===== config.mk =====
export PLATFORM = sky130hd
export DESIGN_NAME = fetch_burst_unit
export DESIGN_NICKNAME = d
export VERILOG_FILES = /design/src/rtl/fetch_burst_unit.sv
export SDC_FILE = /design/constraint.sdc
export NUM_CORES = 1
export LEC_CHECK = 0
export ABC_AREA = 1
export BUFFER_PORTS_ARGS = -buffer_cell sky130_fd_sc_hd__clkbuf_2
export CAP_MARGIN = 20
export CORE_UTILIZATION = 35
export CTS_CLUSTER_SIZE = 20
export DETAILED_ROUTE_END_ITERATION = 12
export HOLD_SLACK_MARGIN = 0.02
export PLACE_DENSITY = 0.57
export SLEW_MARGIN = 0
export SYNTH_ARGS = -nofsm -noshare
export SYNTH_HDL_FRONTEND = slang
export SYNTH_SLANG_ARGS = --single-unit

===== constraint.sdc =====
create_clock -name clk -period 5.35 [get_ports clk]
set_input_delay 0.2675 -clock clk [delete_from_list [all_inputs] [get_ports clk]]
set_output_delay 0.2675 -clock clk [all_outputs]
set_load 0.05 [all_outputs]

===== src/rtl/fetch_burst_unit.sv =====
// Instruction fetch front end: issues AXI4 INCR read bursts that never cross a 4 KB page
// and buffers the returned words with their PCs in a FIFO feeding decode.
module fetch_burst_unit #(
    parameter int unsigned BURST_LEN    = 4,
    parameter int unsigned FIFO_DEPTH   = 8,
    parameter logic [31:0] RESET_VECTOR = 32'h8000_0000,
    parameter logic [3:0]  AXI_ID       = 4'h0
) (
    input  logic        clk,
    input  logic        rst_n,
    input  logic        redirect_i,
    input  logic [31:0] dnpc_i,
    output logic        valid_post_o,
    input  logic        ready_post_i,
    output logic [31:0] pc_o,
    output logic [31:0] inst_o,
    output logic        arvalid_o,
    input  logic        arready_i,
    output logic [31:0] araddr_o,
    output logic [3:0]  arid_o,
    output logic [7:0]  arlen_o,
    output logic [2:0]  arsize_o,
    output logic [1:0]  arburst_o,
    input  logic        rvalid_i,
    output logic        rready_o,
    input  logic [31:0] rdata_i,
    input  logic [1:0]  rresp_i,
    input  logic        rlast_i,
    input  logic [3:0]  rid_i,
    output logic        awvalid_o,
    output logic [31:0] awaddr_o,
    output logic [3:0]  awid_o,
    output logic [7:0]  awlen_o,
    output logic [2:0]  awsize_o,
    output logic [1:0]  awburst_o,
    output logic        wvalid_o,
    output logic [31:0] wdata_o,
    output logic [3:0]  wstrb_o,
    output logic        wlast_o,
    output logic        bready_o,
    output logic        err_o,
    output logic [31:0] perf_beats_o,
    output logic [31:0] perf_stall_o
);

    localparam int unsigned PW = (FIFO_DEPTH > 1) ? $clog2(FIFO_DEPTH) : 1;
    localparam int unsigned CW = $clog2(FIFO_DEPTH + 1);

    typedef enum logic [1:0] {IDLE, AR, R, DRAIN} state_e;

    typedef struct packed {
        logic [31:0] pc;
        logic [31:0] inst;
    } fetch_entry_t;

    state_e       state_q, state_d;
    logic [31:0]  fetch_addr_q, fetch_addr_d;
    logic         ar_flushed_q, ar_flushed_d;
    logic         arvalid_q, arvalid_d;
    logic [31:0]  araddr_q, araddr_d;
    logic [7:0]   arlen_q, arlen_d;
    logic         rready_q, rready_d;
    logic [PW-1:0] wr_ptr_q, wr_ptr_d, rd_ptr_q, rd_ptr_d;
    logic [CW-1:0] count_q, count_d;
    logic         valid_q, valid_d;
    logic         err_q, err_d;
    logic [31:0]  perf_beats_q, perf_beats_d, perf_stall_q, perf_stall_d;
    fetch_entry_t mem_q [FIFO_DEPTH];

    logic         beat, enq, deq, space_ok;
    logic [10:0]  words_left, burst_beats;
    logic         unused_rid;

    assign unused_rid  = ^rid_i;
    assign space_ok    = count_q <= CW'(FIFO_DEPTH - BURST_LEN);
    // Words remaining before the next 4 KB page boundary caps the burst.
    assign words_left  = 11'd1024 - 11'(fetch_addr_q[11:2]);
    assign burst_beats = (words_left < 11'(BURST_LEN)) ? words_left : 11'(BURST_LEN);

    always_comb begin
        state_d      = state_q;
        fetch_addr_d = fetch_addr_q;
        ar_flushed_d = 1'b0;
        enq          = 1'b0;
        beat         = rvalid_i && rready_q;

        case (state_q)
            IDLE: if (!redirect_i && space_ok) state_d = AR;
            AR: begin
                if (arready_i) state_d = (redirect_i || ar_flushed_q) ? DRAIN : R;
                else           ar_flushed_d = ar_flushed_q || redirect_i;
            end
            R: begin
                if (beat) begin
                    enq          = !redirect_i;
                    fetch_addr_d = fetch_addr_q + 32'd4;
                    if (rlast_i) state_d = IDLE;
                end
                if (redirect_i && !(beat && rlast_i)) state_d = DRAIN;
            end
            DRAIN: if (beat && rlast_i) state_d = IDLE;
            default: state_d = IDLE;
        endcase
        if (redirect_i) fetch_addr_d = dnpc_i;

        arvalid_d = (state_d == AR);
        araddr_d  = '0;
        arlen_d   = '0;
        if (state_d == AR) begin
            araddr_d = (state_q == AR) ? araddr_q : fetch_addr_q;
            arlen_d  = (state_q == AR) ? arlen_q  : 8'(burst_beats - 11'd1);
        end
        rready_d = (state_d == R) || (state_d == DRAIN);

        // Redirect flushes the buffer and swallows this cycle's dequeue and beat.
        deq      = valid_q && ready_post_i && !redirect_i;
        wr_ptr_d = wr_ptr_q;
        rd_ptr_d = rd_ptr_q;
        count_d  = count_q;
        if (redirect_i) begin
            wr_ptr_d = '0;
            rd_ptr_d = '0;
            count_d  = '0;
        end else begin
            if (enq) wr_ptr_d = wr_ptr_q + PW'(1);
            if (deq) rd_ptr_d = rd_ptr_q + PW'(1);
            count_d = count_q + CW'(enq) - CW'(deq);
        end
        valid_d = (count_d != '0);

        err_d        = err_q || (beat && (rresp_i != 2'b00));
        perf_beats_d = perf_beats_q + 32'(beat);
        perf_stall_d = perf_stall_q + 32'(state_q != IDLE);
    end

    always_ff @(posedge clk) begin
        if (!rst_n) begin
            state_q      <= IDLE;
            fetch_addr_q <= RESET_VECTOR;
            ar_flushed_q <= 1'b0;
            arvalid_q    <= 1'b0;
            araddr_q     <= '0;
            arlen_q      <= '0;
            rready_q     <= 1'b0;
            wr_ptr_q     <= '0;
            rd_ptr_q     <= '0;
            count_q      <= '0;
            valid_q      <= 1'b0;
            err_q        <= 1'b0;
            perf_beats_q <= '0;
            perf_stall_q <= '0;
        end else begin
            state_q      <= state_d;
            fetch_addr_q <= fetch_addr_d;
            ar_flushed_q <= ar_flushed_d;
            arvalid_q    <= arvalid_d;
            araddr_q     <= araddr_d;
            arlen_q      <= arlen_d;
            rready_q     <= rready_d;
            wr_ptr_q     <= wr_ptr_d;
            rd_ptr_q     <= rd_ptr_d;
            count_q      <= count_d;
            valid_q      <= valid_d;
            err_q        <= err_d;
            perf_beats_q <= perf_beats_d;
            perf_stall_q <= perf_stall_d;
        end
    end

    // Buffer storage; occupancy is tracked by count_q so entries need no reset.
    always_ff @(posedge clk) begin
        if (enq) mem_q[wr_ptr_q] <= fetch_entry_t'{pc: fetch_addr_q, inst: rdata_i};
    end

    assign valid_post_o = valid_q;
    assign pc_o         = valid_q ? mem_q[rd_ptr_q].pc   : '0;
    assign inst_o       = valid_q ? mem_q[rd_ptr_q].inst : '0;
    assign arvalid_o    = arvalid_q;
    assign araddr_o     = araddr_q;
    assign arlen_o      = arlen_q;
    assign arid_o       = arvalid_q ? AXI_ID : 4'h0;
    assign arsize_o     = arvalid_q ? 3'b010 : 3'b000;
    assign arburst_o    = arvalid_q ? 2'b01  : 2'b00;
    assign rready_o     = rready_q;
    assign err_o        = err_q;
    assign perf_beats_o = perf_beats_q;
    assign perf_stall_o = perf_stall_q;

    assign awvalid_o = 1'b0;
    assign awaddr_o  = '0;
    assign awid_o    = '0;
    assign awlen_o   = '0;
    assign awsize_o  = '0;
    assign awburst_o = '0;
    assign wvalid_o  = 1'b0;
    assign wdata_o   = '0;
    assign wstrb_o   = '0;
    assign wlast_o   = 1'b0;
    assign bready_o  = 1'b0;

endmodule

Yosys cells after proc, flatten, opt, wreduce, memory -nomap -nowiden
Memory sizes are Yosys's and may differ from the RTL's. A register that Yosys moved wholly into a read port is not among the register bits.
Index checks and enable logic that the tools add are counted.

storage, ports and cells
  register bits = 153
  bits in writable memories = 512
  memories kept = 1

memories
  name   depth  width  read ports  clocked after memory_dff  wr ports  line  text
  mem_q  8      64     1           1                         1         68    fetch_entry_t mem_q [FIFO_DEPTH];

operators by class
  $add $sub $neg = 9
  magnitude comparators = 2
  equality and inequality tests = 6
  muxes and demuxes = 23
  bitwise operators = 2
  reductions and logical operators = 22

operators with widths
  kind                      count
  $mux W32                  5
  $add A32 B1 Y32           2
  $add A32 B3 Y32 const B   1
  $mux W2                   7
  $lt A11 B3 Y1 const B     1
  $sub A11 B10 Y11 const A  1
  $eq A2 B2 Y1 const B      4
  $mux W8                   1
  $pmux W2 S4               1
  $reduce_bool A2 Y1        4
  $sub A8 B1 Y8 const B     1
  $logic_and A1 B1 Y1       7
  $add A3 B1 Y3 const B     2
  $mux W1                   6
  $mux W3                   2
  $add A4 B1 Y4             1
  $eq A2 B1 Y1 const B      2
  $le A4 B3 Y1 const B      1
  $mux W4                   1
  $reduce_and A2 Y1         2
  $reduce_bool A4 Y1        1
  $sub A4 B1 Y4             1
  $logic_or A1 B1 Y1        3
  $reduce_or A3 Y1          1
  other kinds (4)           6

Depth between registers and ports, before layout
Gate-level depths: netlist of run 1.

  depth in word-level cells = 8
  gate-level depth with buffers = 13

Worst setup path before layout of run 1
No wires, ideal clock.

  path type = register to register
  from = reg state_q[1]
  to = mem mem_q[0][0] in the netlist's numbering, enable pin
  library setup time = 486 ps
  arrival time = 4242 ps
  required time = 4864 ps
  path slack = 621 ps
  stages on the path, launching flop included = 8
  buffers on the path = 1
  period minus slack after synthesis = 4729 ps
  cell sequence = dfxtp_1 nand2_1 nor2_4 nand2_2 inv_2 buf_4 nand2_1 nor2_1

on the way
  word-level cells in the longest chain between the ends = 4

ends and longest elaborated chain
  item                           line  text
  from (decl)                    56    state_e state_q, state_d;
  from (signal assigned)         153   state_q <= state_d;
  $eq A2 B2 Y1                   87    case (state_q)
  $mux W1                        87
  $mux W1                        172   if (enq) mem_q[wr_ptr_q] <= fetch_entry_t'{pc: fetch_addr_q, inst: rdata_i};
  $mux W1 (not written as such)  172
  to (decl)                      68

Every way passes these cells.

==> impl_metrics.tcl, run 1 <==
set metrics [dict create \
    grtUsageMet3_pct 4.25 \
    end_kind "primary output" \
    hp-class "in -> reg" \
    outcome "finished clean" \
    preCtsSetupSlack_ns 1.82 \
    place_hpwl_um 44600 \
    maxSlewViolCount 0 \
    synth_area_per_cell_um2 10.3 \
    drt-total-wl_um 76600 \
    yosysTopAreaCellShare_pct 54.2 \
    ys_top_cells_by_count "nor2_1, edfxtp_1, o21ai_0, nand2_1, dfxtp_1" \
    grt_antenna_before_repair 10 \
    synth_compound_area_share_pct 12.0 \
    yosys.area_share.simple_pct 15.1 \
    die_h_um 287 \
    critical_path_class "reg -> out" \
    synth_top_family_by_area "simple AND/OR/NAND/NOR gates" \
    crit_required_ns 5.08 \
    grt_overflow_total 0 \
    gp_congestion 0.894 \
    initial_core_util_pct 35.3 \
    syn_area_um2 28400 \
    port_buffers 246 \
    h-tree-depth 3 \
    crit_fanout 94 \
    maxCapViolCount 0 \
    slew-limit-headroom_pct 28.1 \
    setup_slack_ns 1.15 \
    ys_types 47 \
    root_buffer "clkbuf_16" \
    skew_ns 0.0192 \
    wl_per_cell_um 18.5 \
    final_core_util_pct 41.6 \
    grt_max_degree 158 \
    synth.area.top_cells "edfxtp_1, dfxtp_1, nor2_1" \
    syn_inst 2752 \
    yosysWarnings 0 \
    core_um2 80400 \
    cts_sinks 667 \
    grt_util_met2_pct 31.2 \
    fmax_ghz 0.238 \
    post_cts_buffers 0 \
    synth_xor_area_share_pct 0.710 \
    hold_ws_ns 0.0646 \
    dr.pass1.iters 5 \
    ant_nets 0 \
    area_growth_pct 17.7 \
    routed-via-count 20400 \
    finalNetCount 3120 \
    grt_pass1_vias 19600 \
    synth_top_cell_by_area "edfxtp_1" \
    leakagePower_nw 11.7 \
    setup_total_negative_slack_ns 0 \
    clk_latency_ns 0.62 \
    synth_fa_ha_area_share_pct 0.688 \
    ir_drop_mv 0.235 \
    hold_viol 0 \
    drc 0 \
    async_flop_share_pct 0 \
    powerDensity_nw_per_um2 341 \
    cts_tree "yes" \
    grt_pass1_wl_um 115000 \
    path_clk_slew_ns 0.06 \
    rsz0062_at_grt "no" \
    synth_edf_count 512 \
    clockBufferDepth 3 \
    via_per_inst 4.91 \
    use_met1_pct 23.0 \
    setup_viol 0 \
    ys_ff_latch 667 \
    numCtsBuffers 77 \
    seq_area_frac_synth_pct 65.1 \
    min_period_ns 4.20 \
    critical_path_arrival_ns 3.93 \
    cts.repair.resized 0 \
    drive_gt1_share_pct 14.5 \
    dr.first_iter.drc_count 1163 \
    die_area_um2 82300 \
    io_pins 347 \
    grtUsageTotal_pct 18.3 \
    rows 104 \
    start_kind "flip-flop" \
    ys.flop_type "edfxtp_1" \
    die_w_um 287 \
    grt.busiest_layer "met2" \
    postCtsHoldBufs 65 \
    worst_slew_pin_slew_ns 1.08 \
    fin_crit_sh_pct 78.5 \
    muxShareOfSynthArea_pct 0 \
    fillers 7819 \
    yosysMostFrequentCell "nor2_1" \
]
state kept, by name, indices dropped and copies added, names as in the netlist, named ones only:
name and count:
ar_flushed_q 1, rd_ptr_q 3, count_q 4, perf_beats_o 32
wr_ptr_q 3, fetch_addr_q 32, arlen_o 8, araddr_o 32
arvalid_o 1, err_o 1, state_q 2, valid_post_o 1
perf_stall_o 32, mem_q 512
metrics by stage:
| stage | std cells | instance area (um2) | total power, mW |
|---|---|---|---|
| 3_3_place_gp | 3943 | 30300 | 6.36 |
| 5_1_grt | 4149 | 33400 | 11.8 |
| 6_report | 4150 | 33400 | 11.4 |
| 3_5_place_dp | 3943 | 30300 | 6.37 |
| 4_1_cts | 4145 | 33400 | 11.5 |
| 2_1_floorplan | 2847 | 28700 | 6.25 |
layer usage:
| metal | share of wire [%] | vias up |
|---|---|---|
| li1 | - | 9914 |
| met1 | 43 | 9842 |
| met2 | 48 | 479 |
| met3 | 6.1 | 109 |
| met4 | 2.1 | 12 |
| met5 | 0.089 | - |
worst paths after layout:
path	depth (start not counted)	startpoint	to	slack [ns]
max	6	flip-flop	pc_o[23]	1.15
min	5	dnpc_i[27]	fetch_addr_q[27]$_SDFFE_PN0P_	0.06
max reg2reg	7	state_q[1]$_SDFF_PN0_	mem_q[0][9]$_DFFE_PP_	2.04
min reg2reg	2	err_o$_SDFF_PN0_	err_o$_SDFF_PN0_	0.45
critical path, cell delays in order, from the launching register on:
cell      delay, ns
dfxtp_4        0.89
buf_4          0.90
o21ai_0        0.21
o22ai_1        0.21
o21ai_0        0.10
a31oi_1        0.54
clkbuf_2       0.39
cell usage in the layout (no fill, tap or decap), drive strengths merged, types with 2 or more instances in the layout:
master,n
a31oi,68
ha,14
inv,126
o211ai,2
nor2,583
dlygate4sd3,65
o21ai,365
o22ai,65
nand4,17
buf,28
dfxtp,155
nor3b,3
diode,4
xor2,14
conb,96
nand2,359
bufinv,4
clkinv,24
nand3,49
o21a,3
xnor2,9
a21oi,109
or2,16
clkbuf,352
edfxtp,512
nand3b,9
o2111ai,3
nor3,26
area by class of cell:
| type | instances | area [um2] | share of cell area [%] |
|---|---|---|---|
| Clock buffer | 106 | 2130 | 6.37 |
| Inverter | 124 | 480 | 1.44 |
| Antenna cell | 4 | 10.0 | 0.0300 |
| Multi-Input combinational cell | 1819 | 8510 | 25.5 |
| Sequential cell | 667 | 18500 | 55.3 |
| Timing Repair Buffer | 339 | 2170 | 6.51 |
| Tap cell | 1060 | 1330 | 3.97 |
| Clock inverter | 31 | 308 | 0.921 |
power by group:
part / switching (mW) / internal [mW] / leakage (nW) / total (mW)
clock: 2.10 / 2.99 / 1.18 / 5.08
combinational: 0.462 / 0.131 / 4.63 / 0.593
sequential: 0.0872 / 5.62 / 5.93 / 5.70
total: 2.65 / 8.73 / 11.7 / 11.4
cells by family after synthesis:
kind of cell             after synthesis
other                                  1
AND/OR/NAND/NOR                     1064
buffers and inverters                361
adder cells (fa/ha/maj)               15
AO/OA/AOI/OAI                        621
flip-flops                           667
XOR/XNOR                              23
(Power assumes the default switching activity.)
==> inputs of run 2 (changes only) <==
--- a/config.mk
+++ b/config.mk
@@ -5,14 +5,14 @@
 export SDC_FILE = /design/constraint.sdc
 export NUM_CORES = 1
 export LEC_CHECK = 0
-export ABC_AREA = 1
+export ABC_AREA = 0
 export BUFFER_PORTS_ARGS = -buffer_cell sky130_fd_sc_hd__clkbuf_2
 export CAP_MARGIN = 20
 export CORE_UTILIZATION = 35
 export CTS_CLUSTER_SIZE = 20
 export DETAILED_ROUTE_END_ITERATION = 12
 export HOLD_SLACK_MARGIN = 0.02
-export PLACE_DENSITY = 0.57
+export PLACE_DENSITY = 0.59
 export SLEW_MARGIN = 0
 export SYNTH_ARGS = -nofsm -noshare
 export SYNTH_HDL_FRONTEND = slang
==> constraint.sdc (replaced) <==
create_clock -name clk -period 3.4 [get_ports clk]
set_input_delay 0.17 -clock clk [delete_from_list [all_inputs] [get_ports clk]]
set_output_delay 0.17 -clock clk [all_outputs]
set_load 0.05 [all_outputs]
==> impl_metrics.tcl, run 2 <==
set metrics [dict create \
    powerDensity_nw_per_um2 537 \
    async_flop_share_pct 0 \
    gp_congestion 0.806 \
    synth_edf_count 512 \
    reg2reg_slack_ns 0.75 \
    synth.area.top_cells "edfxtp_1, dfxtp_1, mux4_2" \
    io_pins 347 \
    fin_crit_sh_pct 84.6 \
    hold_viol 0 \
    worst_slew_pin_slew_ns 0.894 \
    wl_per_cell_um 20.2 \
    drive_gt1_share_pct 25.5 \
    final_common_cell "edfxtp_1" \
    path_clk_slew_ns 0.06 \
    numCtsBuffers 73 \
    r2r_cells 10 \
    grt_antenna_before_repair 2 \
    syn_area_um2 27200 \
    drc 0 \
    maxSlewViolCount 0 \
    skew_ns 0.0146 \
    final_cell_mix "edfxtp_1, clkbuf_2, dfxtp_1, mux4_2, nand2_1" \
    area_growth_pct 20.1 \
    r2r_start "fetch_addr_q[3]$_SDFFE_PN0P_" \
    port_buffers 246 \
    h-tree-depth 3 \
    root_buffer "clkbuf_16" \
    dp_cells 2944 \
    yosysWarnings 0 \
    slew-limit-headroom_pct 40.4 \
    setup_viol 0 \
    final_cells 3152 \
    core_um2 76300 \
    grtUsageTotal_pct 16.2 \
    via_per_inst 4.83 \
    final_area_um2 32600 \
    outcome "finished clean" \
    path_delay_family "multiplexers" \
    routed-via-count 15200 \
    ys_top_cells_by_count "edfxtp_1, dfxtp_1, mux4_2, nand2_1, buf_4" \
    ir_drop_mv 0.294 \
    ant_nets 0 \
    largest_register "mem_q" \
    crit_fanout 18 \
    clk_latency_ns 0.61 \
    dr.first_iter.drc_count 827 \
    min_period_ns 2.88 \
    fillers 7023 \
    whs_endpoint "wr_ptr_q[1]$_SDFFE_PP0P_" \
    ys_types 54 \
    cts_sinks 667 \
    fmax_ghz 0.348 \
    path_cells "buf_4 > mux4_2 > mux2i_1 > nor2b_1 > clkbuf_2" \
    preCtsSetupSlack_ns 0.805 \
    drt-total-wl_um 63800 \
    place_hpwl_um 38600 \
    critPathMaxStageDelay_ns 0.57 \
    worstReg2RegEnd "arlen_o[2]$_SDFFE_PN0N_" \
    die_w_um 281 \
    holdCritStartpoint "redirect_i" \
    critical_path_class "reg -> out" \
    dr.pass1.iters 5 \
    setup_slack_ns 0.524 \
    die_h_um 281 \
    crit_required_ns 3.23 \
    placed_area_um2 29500 \
    crit_buf_inv 2 \
    largest_register_ffs 512 \
    critical_path_arrival_ns 2.71 \
    end_kind "primary output" \
    maxCapViolCount 0 \
    seq_area_frac_synth_pct 68.0 \
    rsz0062_at_grt "no" \
    whs_path_depth 4 \
    grt_overflow_total 0 \
    grt_pass1_vias 15600 \
    die_area_um2 78800 \
    synth_top_cell_by_area "edfxtp_1" \
    yosysMostFrequentCell "edfxtp_1" \
    hp-class "in -> reg" \
    grt_pass1_wl_um 95600 \
    initial_core_util_pct 35.6 \
    ys_ff_latch 667 \
    grt_max_degree 89 \
    critical_path.slowest_cell "mux4_2" \
    start_kind "flip-flop" \
    leakagePower_nw 11.2 \
    final_core_util_pct 42.8 \
    clockBufferDepth 3 \
    cts_tree "yes" \
    ys.flop_type "edfxtp_1" \
    rows 101 \
    yosysTopAreaCellShare_pct 56.6 \
    finalNetCount 2152 \
    synth_area_per_cell_um2 15.8 \
    syn_inst 1718 \
]
run 2: cell count changes after synthesis, moves of 21 or more:
cell	before	now
inv_1	117	18
xnor2_1	9	40
o22ai_1	65	0
nor2b_1	1	71
a21oi_1	89	68
xor2_1	14	46
nand2_1	354	110
and2_1	0	62
nor2_1	571	36
a31oi_1	68	3
mux2i_1	0	71
mux4_2	0	128
clkbuf_1	89	54
o21ai_0	363	34
run 2: worst register-to-register path, delay by kind of cell, from the launching register on:
kind	cells	cell delay, ns
AOI/OAI and AO/OA	2	0.51
adders and majority gates	2	0.45
buffers and inverters	2	0.32
DFF	1	0.67
muxes	1	0.29
and+or+nand+nor	3	0.35
run 2: worst max path at each step:
stage | startpoint | to | slack [ns] | cells after the start
after floorplan | state_q[1]$_SDFF_PN0_ | mem_q[7][0]$_DFFE_PP_ | -0.1 | 5
after global placement | state_q[0]$_SDFF_PN0_ | perf_stall_o[30]$_SDFF_PN0_ | 0.82 | 8
after detailed placement | fetch_addr_q[9]$_SDFFE_PN0P_ | arlen_o[2]$_SDFFE_PN0N_ | 0.81 | 8
after CTS | flip-flop | pc_o[16] | 0.40 | 5
after global routing | flip-flop | inst_o[5] | 0.35 | 5
final | flip-flop | pc_o[16] | 0.52 | 5
run 2: logic make-up after synthesis:
group / share of synthesized area, %
other cells: 0.0138
compound gates: 2.44
flops: 68.0
simple gates: 8.61
mux: 13.3
xor+xnor: 2.77
fa+ha+maj: 0.718
buf+inv: 4.19
run 2: area by class of cell:
cell class / count / area [um2] / area share [%]
Multi-Input combinational cell: 946 / 8000 / 24.5
Antenna cell: 3 / 7.51 / 0.0230
Sequential cell: 667 / 18500 / 56.7
Inverter: 19 / 71.3 / 0.218
Clock inverter: 41 / 398 / 1.22
Timing Repair Buffer: 353 / 2400 / 7.35
Clock buffer: 93 / 1990 / 6.08
Tap cell: 1030 / 1290 / 3.95
run 2: per-layer routing:
layer	global-route usage, %	share of wire, %	up-vias
met3	4.85	7.4	71
met4	3.98	1.7	0
li1	-	-	6996
met2	26.4	48	438
met1	21.0	43	7717
met5	0	0	-
run 2: report_power, final:
part | internal [mW] | total, mW | switching, mW
registers | 8.82 | 8.94 | 0.112
logic | 0.187 | 0.757 | 0.570
clock network | 4.62 | 7.83 | 3.22
run 2: metrics by stage:
stage               hold WS (ns)  TNS (ns)  power, mW
finish                    0.0547         0       17.5
CTS                       0.0342         0       17.8
floorplan                  0.247    -28.49       9.66
global placement           0.414         0       9.78
detailed placement         0.420         0       9.80
global route              0.0545         0       18.1
run 2: timing repair:
| item | in CTS | in global routing |
|---|---|---|
| hold buffers | 71 | 0 |
| endpoints found under the setup margin | 0 | 0 |
| hold endpoints to repair | 296 | 0 |
| gates resized for setup | 0 | 0 |
| buffers inserted | 0 | 0 |
